[src/rtl/wb_gain_corrector_mc.sv]
`default_nettype none
// +----------------------------------------------------------------------------+
// | wb_gain_corrector_mc                                                       |
// | Per-channel AXI4-Stream white-balance gain with round-half-up, saturation, |
// | double-buffered gains applied at start of frame or immediately.            |
// | Revision: 1.0                                                              |
// +----------------------------------------------------------------------------+
module wb_gain_corrector_mc #(
   parameter int CHANNELS    = 3,
   parameter int COMP_WIDTH  = 10,
   parameter int FRACT_WIDTH = 10,
   parameter int INT_WIDTH   = 2,
   parameter int GAIN_WIDTH  = INT_WIDTH + FRACT_WIDTH,
   parameter int TDATA_WIDTH = 32,
   parameter int FRAME_SYNC  = 1
) (
   input  logic                     clk_i,
   input  logic                     rst_n_i,
   input  logic                     gain_wr_i,
   input  logic [1:0]               gain_sel_i,
   input  logic [GAIN_WIDTH-1:0]    gain_data_i,
   input  logic                     bypass_i,
   output logic                     pending_o,
   output logic [15:0]              frame_cnt_o,
   input  logic                     video_i_tvalid,
   output logic                     video_i_tready,
   input  logic [TDATA_WIDTH-1:0]   video_i_tdata,
   input  logic [TDATA_WIDTH/8-1:0] video_i_tstrb,
   input  logic [TDATA_WIDTH/8-1:0] video_i_tkeep,
   input  logic                     video_i_tlast,
   input  logic                     video_i_tuser,
   output logic                     video_o_tvalid,
   input  logic                     video_o_tready,
   output logic [TDATA_WIDTH-1:0]   video_o_tdata,
   output logic [TDATA_WIDTH/8-1:0] video_o_tstrb,
   output logic [TDATA_WIDTH/8-1:0] video_o_tkeep,
   output logic                     video_o_tlast,
   output logic                     video_o_tuser
);

   localparam int KEEP_WIDTH = TDATA_WIDTH / 8;
   localparam int PROD_WIDTH = COMP_WIDTH + GAIN_WIDTH;
   localparam int USED_WIDTH = CHANNELS * COMP_WIDTH;
   localparam logic [GAIN_WIDTH-1:0] GAIN_ONE   = GAIN_WIDTH'(1) << FRACT_WIDTH;
   localparam logic [PROD_WIDTH:0]   ROUND_HALF = (PROD_WIDTH+1)'(1) << (FRACT_WIDTH-1);
   localparam logic [PROD_WIDTH:0]   COMP_MAX   = (PROD_WIDTH+1)'((1 << COMP_WIDTH) - 1);

   logic en, accept, sof, wr_ok;
   logic [GAIN_WIDTH-1:0] shadow_gain [CHANNELS];
   logic [GAIN_WIDTH-1:0] active_gain [CHANNELS];
   logic [GAIN_WIDTH-1:0] beat_gain   [CHANNELS];
   logic shadow_bypass, active_bypass, beat_bypass, pending;

   assign en             = !video_o_tvalid || video_o_tready;
   assign video_i_tready = en;
   assign accept         = video_i_tvalid && en;
   assign sof            = accept && video_i_tuser;
   assign wr_ok          = gain_wr_i && ({30'd0, gain_sel_i} < 32'(CHANNELS));
   assign pending_o      = pending;

   // An SOF beat must already see the shadow set it is about to promote.
   always_comb begin
      beat_bypass = active_bypass;
      for (int c = 0; c < CHANNELS; c++) beat_gain[c] = active_gain[c];
      if (FRAME_SYNC != 0 && sof) begin
         beat_bypass = shadow_bypass;
         for (int c = 0; c < CHANNELS; c++) beat_gain[c] = shadow_gain[c];
      end
   end

   always_ff @(posedge clk_i) begin
      if (!rst_n_i) begin
         for (int c = 0; c < CHANNELS; c++) begin
            shadow_gain[c] <= GAIN_ONE;
            active_gain[c] <= GAIN_ONE;
         end
         shadow_bypass <= 1'b0;
         active_bypass <= 1'b0;
         pending       <= 1'b0;
      end else begin
         if ((FRAME_SYNC != 0) ? sof : pending) begin
            for (int c = 0; c < CHANNELS; c++) active_gain[c] <= shadow_gain[c];
            active_bypass <= shadow_bypass;
         end
         if (wr_ok) begin
            for (int c = 0; c < CHANNELS; c++)
               if (gain_sel_i == 2'(c)) shadow_gain[c] <= gain_data_i;
            shadow_bypass <= bypass_i;
         end
         // A write coinciding with the SOF accept stays pending for the next frame.
         if (wr_ok)
            pending <= 1'b1;
         else if ((FRAME_SYNC != 0) ? sof : 1'b1)
            pending <= 1'b0;
      end
   end

   always_ff @(posedge clk_i) begin
      if (!rst_n_i)
         frame_cnt_o <= 16'd0;
      else if (sof)
         frame_cnt_o <= frame_cnt_o + 16'd1;
   end

   logic                  s1_valid, s1_last, s1_user, s1_bypass;
   logic [USED_WIDTH-1:0] s1_px;
   logic [KEEP_WIDTH-1:0] s1_keep, s1_strb;
   logic [GAIN_WIDTH-1:0] s1_gain [CHANNELS];

   always_ff @(posedge clk_i) begin
      if (!rst_n_i) begin
         s1_valid  <= 1'b0;
         s1_last   <= 1'b0;
         s1_user   <= 1'b0;
         s1_bypass <= 1'b0;
         s1_px     <= '0;
         s1_keep   <= '0;
         s1_strb   <= '0;
         for (int c = 0; c < CHANNELS; c++) s1_gain[c] <= '0;
      end else if (en) begin
         s1_valid  <= video_i_tvalid;
         s1_last   <= video_i_tlast;
         s1_user   <= video_i_tuser;
         s1_bypass <= beat_bypass;
         s1_px     <= video_i_tdata[USED_WIDTH-1:0];
         s1_keep   <= video_i_tkeep;
         s1_strb   <= video_i_tstrb;
         for (int c = 0; c < CHANNELS; c++) s1_gain[c] <= beat_gain[c];
      end
   end

   logic [PROD_WIDTH-1:0] prod [CHANNELS];

   always_comb begin
      for (int c = 0; c < CHANNELS; c++)
         prod[c] = PROD_WIDTH'(s1_px[c*COMP_WIDTH +: COMP_WIDTH]) * PROD_WIDTH'(s1_gain[c]);
   end

   logic                  s2_valid, s2_last, s2_user, s2_bypass;
   logic [USED_WIDTH-1:0] s2_px;
   logic [KEEP_WIDTH-1:0] s2_keep, s2_strb;
   logic [PROD_WIDTH-1:0] s2_prod [CHANNELS];

   always_ff @(posedge clk_i) begin
      if (!rst_n_i) begin
         s2_valid  <= 1'b0;
         s2_last   <= 1'b0;
         s2_user   <= 1'b0;
         s2_bypass <= 1'b0;
         s2_px     <= '0;
         s2_keep   <= '0;
         s2_strb   <= '0;
         for (int c = 0; c < CHANNELS; c++) s2_prod[c] <= '0;
      end else if (en) begin
         s2_valid  <= s1_valid;
         s2_last   <= s1_last;
         s2_user   <= s1_user;
         s2_bypass <= s1_bypass;
         s2_px     <= s1_px;
         s2_keep   <= s1_keep;
         s2_strb   <= s1_strb;
         for (int c = 0; c < CHANNELS; c++) s2_prod[c] <= prod[c];
      end
   end

   logic [TDATA_WIDTH-1:0] res_data;
   logic [PROD_WIDTH:0]    sum, rnd;

   always_comb begin
      res_data = '0;
      sum      = '0;
      rnd      = '0;
      for (int c = 0; c < CHANNELS; c++) begin
         sum = {1'b0, s2_prod[c]} + ROUND_HALF;
         rnd = sum >> FRACT_WIDTH;
         if (s2_bypass)
            res_data[c*COMP_WIDTH +: COMP_WIDTH] = s2_px[c*COMP_WIDTH +: COMP_WIDTH];
         else if (rnd > COMP_MAX)
            res_data[c*COMP_WIDTH +: COMP_WIDTH] = {COMP_WIDTH{1'b1}};
         else
            res_data[c*COMP_WIDTH +: COMP_WIDTH] = rnd[COMP_WIDTH-1:0];
      end
   end

   always_ff @(posedge clk_i) begin
      if (!rst_n_i) begin
         video_o_tvalid <= 1'b0;
         video_o_tdata  <= '0;
         video_o_tstrb  <= '0;
         video_o_tkeep  <= '0;
         video_o_tlast  <= 1'b0;
         video_o_tuser  <= 1'b0;
      end else if (en) begin
         video_o_tvalid <= s2_valid;
         video_o_tdata  <= res_data;
         video_o_tstrb  <= s2_strb;
         video_o_tkeep  <= s2_keep;
         video_o_tlast  <= s2_last;
         video_o_tuser  <= s2_user;
      end
   end

   generate
      if (USED_WIDTH < TDATA_WIDTH) begin : g_pad_unused
         logic unused_pad;
         assign unused_pad = ^video_i_tdata[TDATA_WIDTH-1:USED_WIDTH];
      end
   endgenerate

endmodule
`default_nettype wire

[config.mk]
export PLATFORM = sky130hd
export DESIGN_NAME = wb_gain_corrector_mc
export DESIGN_NICKNAME = d
export VERILOG_FILES = /design/src/rtl/wb_gain_corrector_mc.sv
export SDC_FILE = /design/constraint.sdc
export NUM_CORES = 1
export LEC_CHECK = 0
export ABC_AREA = 0
export CORE_MARGIN = 2
export CORE_UTILIZATION = 55
export DETAILED_ROUTE_END_ITERATION = 10
export PLACE_DENSITY = 0.82
export SYNTH_ARGS = -nofsm -noshare
export SYNTH_HDL_FRONTEND = slang
export SYNTH_SLANG_ARGS = --single-unit
export TNS_END_PERCENT = 100
[constraint.sdc]
create_clock -name clk_i -period 13.75 [get_ports clk_i]
set_input_delay 1.375 -clock clk_i [delete_from_list [all_inputs] [get_ports clk_i]]
set_output_delay 1.375 -clock clk_i [all_outputs]
set_load 0.01 [all_outputs]
==> results_dict.tcl <==
set metrics [dict create \
    wl_per_cell_um 17.7 \
    ys_warn_count 0 \
    postSynth.asyncResetShare 0 \
    avgSynthCellArea_um2 9.50 \
    hold_path_end "video_o_tdata[2]$_SDFFE_PN0N_" \
    drt_iter0_drc 1228 \
    cpMostUsedCell "fa_1" \
    timing.rr.start "s1_px[2]$_SDFFE_PN0N_" \
    stdcell_area_mm2 0.0250 \
    synth.area.top_cells "fa_1 (21%), edfxtp_1 (20%), dfxtp_1 (13%)" \
    dieArea_mm2 0.0423 \
    io_buffers 118 \
    synth_cells 2357 \
    die_y_um 206 \
    cp_cell_sequence "nand2_1, fa_1, inv_1, fa_1, inv_1, fa_1, inv_1, fa_1, fa_1, ha_1, a21o_1, a2111oi_0, o211ai_1, a41oi_1, xor2_1, nor2_1" \
    synth_edf_count 147 \
    synth_top_area_cell "fa_1" \
    crit_required_ps 14000 \
    setup_ws_ps 7910 \
    dp_hpwl_um 37200 \
    fin_skew_ps 14.4 \
    critPathCaptureType "flop" \
    ys_seq_elements 291 \
    power_density_mw_per_mm2 98.5 \
    grt_pass1_vias 17782 \
    worst_slew_pin_slew_ps 1180 \
    initial_utilization 0.561 \
    cpPeakStageDelay_ps 870 \
    row_count 73 \
    ant_nets 0 \
    critical-path-slowest-cell "dfxtp_1" \
    nNetsFinal 2857 \
    clkSlewWorstSetupHoldPaths_ps 60 \
    crit_fanout 14 \
    cts_sinks 291 \
    grt_start_max_net_pins 82 \
    avgViaCountPerCell 5.66 \
    place_ws_ps 8100 \
    cts_setup_buffers 0 \
    clock_latency_ps 550 \
    cts_root_buf "clkbuf_16" \
    yosysSeqAreaShare 0.326 \
    place.gp.congestion 0.857 \
    routed_wl_um 52200 \
    numCtsBuffers 34 \
    grt_util_all_layers 0.257 \
    htreeDepth 2 \
    cap_violations 0 \
    worst-setup-path-type "reg -> reg" \
    first_pass_iters 7 \
    drv_slew 0 \
    slew_headroom 0.213 \
    synth_cell_types 62 \
    hp-class "reg -> reg" \
    period_needed_ps 5840 \
    status "finished clean" \
    cts_tree "built" \
    ctsHoldBuffers 0 \
    reg2reg_to "s2_prod[0][20]$_SDFFCE_PN0P_" \
    setup_tns_ps 0 \
    period_share 0.425 \
    cp-start-kind "flop" \
    vdd_drop_max_mv 0.0708 \
    arrival_ps 6090 \
    finalHoldViolCount 0 \
    drc_errors 0 \
    max_freq_mhz 171 \
    fin_util 0.627 \
    dpl-instance-area_mm2 0.0239 \
    globalRouteOverflowTotal 0 \
    grt_pass1_wl_um 86500 \
    syn_area_mm2 0.0224 \
    die_width_um 206 \
    p_leak_uw 0.0118 \
    fillers 3124 \
    netlist.area_leader.share 0.207 \
    area_growth_pct 11.8 \
    cts_resized 0 \
    cp_num_cells 16 \
    drive_above_1_share 0.0384 \
    finalSetupViolations 0 \
    core_area_mm2 0.0399 \
    netlist_top_cells_count "nand2_1 (456), inv_1 (274), fa_1 (231)" \
    min_path_cells 1 \
    r2r_cells 16 \
    antenna_found_initial 1 \
    rsz0062_at_grt "false" \
    synth_most_common_cell "nand2_1" \
    timing.critical_path.buf_inv 3 \
    clockBufferDepth 3 \
    hp-start "video_o_tdata[2]$_SDFFE_PN0N_" \
    io_pins 123 \
    diodes 0 \
    ys.flop_type "edfxtp_1" \
    reg2reg_setup_slack_ps 7910 \
    crit_family "adder cells" \
    vias 16674 \
]
[area by class of cell]
cell class	count	area [um^2]	area share
multi-input cells	1660	13600	0.542
flip-flops and latches	291	7300	0.292
repair buffers	132	1290	0.0514
inverters	276	1040	0.0416
clock buffers	46	978	0.0391
well taps	525	657	0.0263
clock inverters	16	191	0.00765
[cell families after synthesis]
| family | share of synthesized area |
|---|---|
| xor gates and xnor gates | 0.0247 |
| AOI/OAI and AO/OA | 0.0905 |
| adders and majority gates | 0.301 |
| other | 0.000168 |
| buffers and inverters | 0.0687 |
| and+or+nand+nor | 0.186 |
| muxes | 0.00330 |
| DFF | 0.326 |
[flip-flops by register name, indices dropped and copies added, names as in the netlist, 4 cells and up]
| signal | flops |
|---|---|
| video_o_tkeep | 4 |
| s1_keep | 4 |
| s2_px | 30 |
| active_gain | 36 |
| video_o_tstrb | 4 |
| s1_gain | 36 |
| s1_px | 30 |
| s1_strb | 4 |
| s2_keep | 4 |
| s2_prod | 39 |
| frame_cnt_o | 16 |
| shadow_gain | 36 |
| video_o_tdata | 30 |
| s2_strb | 4 |
[metal layers]
metal	wire length [um]	track usage	vias up	part of all wire
met1	21300	0.320	8156	0.41
met5	11	0	-	0.00021
met2	25100	0.436	674	0.48
li1	-	-	7693	-
met4	2000	0.113	2	0.038
met3	3850	0.0499	149	0.074
[cell usage in the layout, fill, tap and decap left out, types with 4 or more instances in the layout]
master / instances
fa_1: 231
a21oi_1: 159
and3_1: 30
clkbuf_8: 4
nand3_1: 16
a211oi_1: 4
nor3_1: 18
and2_1: 226
xor2_1: 40
o21ai_0: 21
or3_1: 11
clkinv_4: 4
o21a_1: 9
mux2i_1: 4
nand4_1: 18
nor2b_1: 5
a21o_1: 52
ha_1: 169
edfxtp_1: 147
a32o_1: 5
nor3b_1: 4
clkbuf_16: 36
nor2_1: 57
dfxtp_1: 144
inv_1: 273
a221oi_1: 26
clkbuf_1: 6
buf_4: 14
clkinv_2: 4
nand2_1: 455
o31ai_1: 4
o211ai_1: 5
clkdlybuf4s50_1: 118
xnor2_1: 23
nand2b_1: 13
a31oi_1: 5
[metrics by stage]
step,hold WS [ps],cells,power [uW]
3_3_place_gp,433,2884,1510
4_1_cts,446,2946,2480
2_1_floorplan,427,2358,1380
5_1_grt,467,2946,2590
3_5_place_dp,441,2884,1540
6_report,449,2946,2460
[worst max-delay path by stage]
| stage | from | endpoint | slack, ps |
|---|---|---|---|
| 3_5_place_dp | s1_px[2]$_SDFFE_PN0N_ | s2_prod[0][20]$_SDFFCE_PN0P_ | 8100 |
| 4_1_cts | s1_px[3]$_SDFFE_PN0N_ | s2_prod[0][20]$_SDFFCE_PN0P_ | 8140 |
| 3_3_place_gp | s1_px[14]$_SDFFE_PN0N_ | s2_prod[0][40]$_SDFFCE_PN0P_ | 8290 |
| 2_1_floorplan | s1_px[21]$_SDFFE_PN0N_ | s2_prod[0][58]$_SDFFCE_PN0P_ | 8640 |
| 6_report | s1_px[2]$_SDFFE_PN0N_ | s2_prod[0][20]$_SDFFCE_PN0P_ | 7910 |
| 5_1_grt | s1_px[2]$_SDFFE_PN0N_ | s2_prod[0][20]$_SDFFCE_PN0P_ | 7630 |
[report_power, final]
| group | internal (uW) | switching, uW | total [uW] |
|---|---|---|---|
| Sequential | 987 | 89.6 | 1080 |
| Clock | 561 | 371 | 932 |
| Combinational | 206 | 251 | 456 |
| Total | 1750 | 711 | 2460 |
Power figures use the tool's default switching activity.
